===== config.mk =====
export PLATFORM = sky130hd
export DESIGN_NAME = weight_sram_arbiter
export DESIGN_NICKNAME = d
export VERILOG_FILES = /design/src/rtl/weight_sram_arbiter.sv
export SDC_FILE = /design/constraint.sdc
export NUM_CORES = 1
export LEC_CHECK = 0
export BUFFER_PORTS_ARGS = -buffer_cell sky130_fd_sc_hd__buf_2
export CAP_MARGIN = 20
export CELL_PAD_IN_SITES_DETAIL_PLACEMENT = 1
export CELL_PAD_IN_SITES_GLOBAL_PLACEMENT = 2
export CORE_AREA = 4 4 131 133
export CTS_CLUSTER_SIZE = 25
export DETAILED_ROUTE_END_ITERATION = 16
export DIE_AREA = 0 0 135 137
export GPL_TIMING_DRIVEN = 0
export PLACE_DENSITY = 0.8
export SETUP_SLACK_MARGIN = 0.02
export SLEW_MARGIN = 0
export SYNTH_ARGS = -nofsm -noshare
export SYNTH_HDL_FRONTEND = slang
export SYNTH_SLANG_ARGS = --single-unit

===== constraint.sdc =====
create_clock -name clk -period 2.2 [get_ports clk]
set_clock_uncertainty 0.05 [all_clocks]
set_input_delay 0.11 -clock clk [delete_from_list [all_inputs] [get_ports clk]]
set_output_delay 0.11 -clock clk [all_outputs]
set_load 0.03 [all_outputs]

===== src/rtl/weight_sram_arbiter.sv =====
// Arbitrates the single-port weight SRAM between the host and the EPU.
// Round-robin sharing normally; the EPU takes exclusive ownership while epu_run_i is high.
module weight_sram_arbiter #(
    parameter int ADDR_W = 17,
    parameter int DATA_W = 32
) (
    input  logic              clk,
    input  logic              rst,
    input  logic              epu_run_i,
    input  logic              h_req_i,
    input  logic              h_we_i,
    input  logic [ADDR_W-1:0] h_addr_i,
    input  logic [DATA_W-1:0] h_wdata_i,
    output logic              h_gnt_o,
    output logic              h_rvalid_o,
    output logic [DATA_W-1:0] h_rdata_o,
    input  logic              e_req_i,
    input  logic              e_we_i,
    input  logic [ADDR_W-1:0] e_addr_i,
    input  logic [DATA_W-1:0] e_wdata_i,
    output logic              e_gnt_o,
    output logic              e_rvalid_o,
    output logic [DATA_W-1:0] e_rdata_o,
    output logic              mem_cs_o,
    output logic              mem_oe_o,
    output logic              mem_we_o,
    output logic [ADDR_W-1:0] mem_addr_o,
    output logic [DATA_W-1:0] mem_wdata_o,
    input  logic [DATA_W-1:0] mem_rdata_i,
    output logic              lock_o,
    output logic [15:0]       h_stall_cnt_o
);

    typedef enum logic [1:0] {SHARED, DRAIN, EPU_LOCK} state_t;

    state_t      state_q, state_d;
    logic        lastEpu_q, lastEpu_d;
    logic        rdValid_q, rdValid_d;
    logic        rdEpu_q, rdEpu_d;
    logic        lock_q;
    logic [15:0] stall_q, stall_d;
    logic        hGnt, eGnt, anyGnt, selWe, anyRead;

    // Grants are combinational and gated off entirely while reset is held.
    always_comb begin
        hGnt = 1'b0;
        eGnt = 1'b0;
        if (!rst) begin
            case (state_q)
                SHARED: begin
                    hGnt = h_req_i & (~e_req_i | lastEpu_q);
                    eGnt = e_req_i & ~hGnt;
                end
                EPU_LOCK: eGnt = e_req_i;
                default: ;
            endcase
        end
    end

    assign anyGnt  = hGnt | eGnt;
    assign selWe   = hGnt ? h_we_i : e_we_i;
    assign anyRead = anyGnt & ~selWe;

    assign h_gnt_o     = hGnt;
    assign e_gnt_o     = eGnt;
    assign mem_cs_o    = anyGnt;
    assign mem_oe_o    = anyRead;
    assign mem_we_o    = anyGnt & selWe;
    assign mem_addr_o  = hGnt ? h_addr_i : (eGnt ? e_addr_i : '0);
    assign mem_wdata_o = (anyGnt & selWe) ? (hGnt ? h_wdata_i : e_wdata_i) : '0;

    assign h_rvalid_o    = rdValid_q & ~rdEpu_q;
    assign e_rvalid_o    = rdValid_q & rdEpu_q;
    assign h_rdata_o     = h_rvalid_o ? mem_rdata_i : '0;
    assign e_rdata_o     = e_rvalid_o ? mem_rdata_i : '0;
    assign lock_o        = lock_q;
    assign h_stall_cnt_o = stall_q;

    // Next-state: a read granted on the cycle epu_run_i rises must drain before locking.
    always_comb begin
        rdValid_d = anyRead;
        rdEpu_d   = eGnt & ~e_we_i;
        lastEpu_d = eGnt ? 1'b1 : (hGnt ? 1'b0 : lastEpu_q);
        stall_d   = (h_req_i && !hGnt && stall_q != 16'hFFFF) ? stall_q + 16'd1 : stall_q;
        state_d   = state_q;
        case (state_q)
            SHARED:   if (epu_run_i) state_d = anyRead ? DRAIN : EPU_LOCK;
            DRAIN:    state_d = EPU_LOCK;
            EPU_LOCK: begin
                if (!epu_run_i) begin
                    state_d   = SHARED;
                    lastEpu_d = 1'b1;
                end
            end
            default:  state_d = SHARED;
        endcase
    end

    always_ff @(posedge clk or posedge rst) begin
        if (rst) begin
            state_q   <= SHARED;
            lastEpu_q <= 1'b1;
            rdValid_q <= 1'b0;
            rdEpu_q   <= 1'b0;
            lock_q    <= 1'b0;
            stall_q   <= 16'd0;
        end else begin
            state_q   <= state_d;
            lastEpu_q <= lastEpu_d;
            rdValid_q <= rdValid_d;
            rdEpu_q   <= rdEpu_d;
            lock_q    <= (state_d == EPU_LOCK);
            stall_q   <= stall_d;
        end
    end

endmodule

Word-level counts from Yosys, hierarchy flattened
Cells that the tools add are included.

Add/subtract/negate cells: 1. Eq/ne operators: 4. Multiplexer cells: 19. Bitwise logic cells: 14. Reductions and logical operators: 4.

Operators with widths (number): 32-bit 2-to-1 mux (4); 17-bit 2-to-1 mux (2); 16-bit by 1-bit adder with 16-bit output, second input constant (1); 16-bit inequality test, second input constant (1); 1-bit 2-to-1 mux (8); 1-bit AND (7); 2-bit 2-to-1 mux (3); 2-bit one-hot mux with 3 select lines (1); 1-bit inverter (5); 2-bit equality test, second input constant (2); 2-bit by 1-bit equality test with 1-bit output, second input constant (1); 1-bit logical AND (2); 2-bit logical NOT (1); 1-bit OR (2); 1-bit one-hot mux with 2 select lines (1); 1-bit logical NOT (1).

Register bits after elaboration: 22. Input port bits: 137. Output and inout bits: 137. Word-level logic and storage cells: 48.

Depth between registers and ports, before layout
Depth after elaboration: 13. Gate-level depth with buffers: 7. Depth with buffers taken out: 5.

Worst setup path after synthesis
OpenSTA, ideal clock, no wires.

Path kind: input port to output port. From: input port rst. To: output port mem_addr_o[10]. Data arrival time: 2208 ps. Data required time: 2040 ps. Setup slack: -168 ps. Stages: 5. Buffers on the path: 1. Cell sequence: inv_1 nand3b_1 a31oi_1 clkbuf_1 a22o_1.

Word-level cells in the longest chain between the ends: 3. Elaborated cells on any way between the ends: 4. Classes of those cells: mux (4).

Ends and longest elaborated chain: start: declaration (RTL line 8) `input logic rst,`; 1-bit 2-to-1 mux (RTL line 48) `if (!rst) begin`; net e_gnt_o (RTL line 21) `output logic e_gnt_o,`; 17-bit 2-to-1 mux (2 in a row) (RTL line 69) `assign mem_addr_o = hGnt ? h_addr_i : (eGnt ? e_addr_i : '0);`; end: declaration (RTL line 27) `output logic [ADDR_W-1:0] mem_addr_o,`.

The timed path passes the listed nets, and every way through them passes these cells.

Final worst setup path
From: register state_q[1]. To: output port mem_wdata_o[28].

Word-level cells in the longest chain between the ends: 6. Elaborated cells on any way between the ends: 11. Classes of those cells: eq/ne (1); mux (7); bitwise (2); reduce/logical (1).

Ends and longest elaborated chain: start: declaration (RTL line 36) `state_t state_q, state_d;`; start signal: assignment (RTL line 108) `state_q <= state_d;`; 2-bit equality test / 2-bit logical NOT (equally long branches) (RTL line 49) `case (state_q)`; 1-bit one-hot mux with 2 select lines / 1-bit 2-to-1 mux (equally long branches) (RTL line 49); 1-bit 2-to-1 mux (RTL line 48); 1-bit OR / 1-bit 2-to-1 mux (equally long branches) (RTL line 60, 61); 1-bit AND (RTL line 70) `assign mem_wdata_o = (anyGnt & selWe) ? (hGnt ? h_wdata_i : e_wdata_i) : '0;`; 32-bit 2-to-1 mux * (RTL line 70); end: declaration (RTL line 28) `output logic [DATA_W-1:0] mem_wdata_o,`.

Mark *: on every way between the ends. The rest lies on a longest branch, timed or not.

==> impl_metrics.py <==
metrics = {
    "grt": {
        "grt_overflow_total": 0,
        "met3_usage_pct": 2.537,
        "grt_max_degree": 22,
        "grtUsageTotal_pct": 11.96,
        "grt_pass1_vias": 3613,
        "grt_pass1_wl_mm": 18.31,
        "antenna_found_initial": 1,
        "busiest_layer": "met2",
        "grt_use_met2_pct": 24.65,
        "met1_usage_pct": 12.36,
    },
    "floorplan": {
        "ioPinCount": 274,
        "core_um2": 15830,
        "num_rows": 46,
        "start_util_pct": 13.88,
        "die_height_um": 137,
        "die_w_um": 135,
        "die-area_um2": 18500,
    },
    "finish": {
        "drive_gt1_share_pct": 59.93,
        "diodes": 0,
        "layout.cells.non_filler": 820,
        "final_cell_mix": "221 x buf_2, 70 x nand2_1, 58 x buf_6",
        "area_delta_synth_final_pct": 120.0,
        "fillers": 1974,
        "final_common_cell": "buf_2",
        "fin_nets": 743,
        "fin_area_um2": 4835,
    },
    "worst_setup_path": {
        "cp_max_fo": 7,
        "crit_chain": "or4b_4, or2_1, buf_6, a31oi_4, buf_4, clkbuf_16, a21oi_2, buf_6",
        "cp_common_cell": "buf_6",
        "crit_path_top_delay_cell": "or4b_4",
        "crit_buf_inv": 4,
        "cp-end-kind": "output pin",
        "critical-path-max-stage-delay_ns": 0.54,
        "required_ns": 2.04,
        "path_delay_family": "simple AND/OR/NAND/NOR gates",
        "rr_startpoint": "state_q[1]",
        "critPathLaunch": "state_q[1]",
        "worstSetupPathType": "flip-flop to output pin",
        "cp.arrival_ns": 2.30,
        "cp-start-kind": "flip-flop",
    },
    "worst_hold_path": {
        "min_from": "e_we_i",
        "hp-class": "input pin to flip-flop",
    },
    "clocking": {
        "clk_pin_slew_ns": 0.06,
        "clock_latency_ns": 0.26,
        "cts-root-buf": "clkbuf_16",
        "cts_made_buffers": 3,
        "clock-sinks": 22,
        "cts_tree": "done",
        "clockBufferDepth": 2,
        "cts_max_level": 1,
    },
    "outcome": {
        "outcome": "finished with violations",
        "violations": "setup timing",
    },
    "power_and_ir_drop": {
        "leakage_nw": 2.650,
        "p_per_area_nw_per_um2": 463.2,
        "ir_drop_uv": 323.1,
    },
    "timing": {
        "finalHoldViolCount": 0,
        "rsz0062_at_grt": "yes",
        "period_needed_ns": 2.464,
        "hold_slack_ns": 0.05561,
        "fmax_ghz": 0.4058,
        "worstMarginPinSlew_ns": 0.7822,
        "final.period_utilization_pct": 112.0,
        "finalSetupViolCount": 52,
        "layout_setup_ws_ns": -0.2642,
        "drv_slew": 0,
        "relSlewSlack_pct": 47.03,
    },
    "synthesis": {
        "synth_area_per_cell_um2": 7.251,
        "async_reset_ff_share_pct": 100.0,
        "synth_nets": 441,
        "synth-edff-count": 0,
        "synthCells": 303,
        "synth_seq_cells": 22,
        "synth_ff_type": "dfrtp_1",
        "synth.yosys.seq_area_share_pct": 25.11,
        "yosysUniqueCellTypes": 36,
        "ys_warn_count": 0,
        "syn_area_um2": 2197,
    },
    "place": {
        "dpl_cell_area_um2": 3955,
        "dp_cells": 792,
        "gp_congestion": 0.8016,
        "dp_hpwl_mm": 10.59,
        "io_buffers": 273,
    },
    "route": {
        "vias_per_cell": 4.266,
        "drc": 0,
        "drt_iter0_drc": 82,
        "ant_nets": 0,
        "dr.pass1.iters": 4,
        "via_count": 3498,
        "drt-wirelength-per-cell_um": 16.18,
        "totalWireLength_mm": 13.27,
    },
    "flow_run": {
        "cap_violations": 0,
    },
}
-- synthesized netlist by cell type, drive strengths merged (4+ instances only) --
cell	n	area share, %
a21oi	33	7.5
and2	33	9.4
nor2	6	1.0
xor2	15	6.0
nor3	7	1.6
buf	9	4.4
clkbuf	14	2.4
nand3	4	0.91
dfrtp	21	24
inv	5	0.85
and3	33	9.4
a22o	17	6.8
nor4	6	1.7
nand2	72	12
-- power breakdown --
part	internal (mW)	switching, mW	total [mW]
clock network	0.247	0.148	0.395
logic	0.500	0.724	1.22
registers	0.492	0.128	0.620
total	1.24	1.00	2.24
-- worst register-to-register path, stage by stage (launching register included) --
cell,delay [ns]
dfrtp_1,0.39
or4b_4,0.54
or2_1,0.24
buf_6,0.15
buf_4,0.14
buf_6,0.11
a31o_4,0.24
buf_6,0.13
and3_4,0.17
-- per-layer routing --
| metal | vias up | routed length (um) |
|---|---|---|
| li1 | 1660 | - |
| met1 | 1652 | 4646 |
| met2 | 168 | 7282 |
| met3 | 16 | 1165 |
| met4 | 2 | 160 |
| met5 | - | 13 |
-- final timing paths --
check	slack, ns	endpoint	cells after the start
max in group asynchronous	1.37	h_stall_cnt_o[3]	4
worst max register to register	-0.06	state_q[0]	8
worst min register to register	0.47	h_stall_cnt_o[15]	1
worst min-delay path	0.06	rdEpu_q	2
worst max-delay path	-0.26	mem_wdata_o[28]	8
min in group asynchronous	0.36	rdEpu_q	3
-- area by class of cell --
| cell class | count | area, um^2 | share of cell area, % |
|---|---|---|---|
| inverter | 5 | 35.03 | 0.7246 |
| clock buffer | 4 | 78.83 | 1.630 |
| multi-input combinational | 253 | 1719 | 35.56 |
| sequential | 22 | 551.8 | 11.41 |
| buffer | 21 | 168.9 | 3.494 |
| tap | 216 | 270.3 | 5.590 |
| timing repair buffer | 299 | 2011 | 41.59 |
-- cell families after synthesis --
group / Yosys count / synth area share, %
AND/OR/NAND/NOR: 178 / 42.08
AO/OA/AOI/OAI: 58 / 18.05
buffers and inverters: 28 / 7.688
flip-flops: 22 / 25.11
XOR/XNOR: 15 / 5.980
multiplexers: 1 / 0.5125
adder cells (fa/ha/maj): 1 / 0.5694
-- sequential cells by signal, summed over array words and instances, names as in the netlist --
register,count
h_stall_cnt_o,16
state_q,2
lastEpu_q,1
lock_o,1
rdEpu_q,1
rdValid_q,1
-- metrics by stage --
step,utilization [%],setup TNS [ns],setup WS [ns],total power [mW]
after floorplan,-,0,0.02145,1.251
after global placement,24.99,-11.48,-0.6250,1.641
after detailed placement,24.99,-14.59,-0.7315,1.668
after CTS,28.12,-9.716,-0.2722,2.164
after global routing,30.55,-11.81,-0.3237,2.358
final,30.55,-8.825,-0.2642,2.240
-- timing repair --
action                                  4_1_cts  5_1_grt
setup buffers                                10       10
gates resized for setup                      93       73
hold endpoints to repair                     21        0
cloned                                        1        3
endpoints found under the setup margin       55       60
hold buffers                                  2        0
pin swaps                                     2       14
Power figures use the tool's default switching activity.
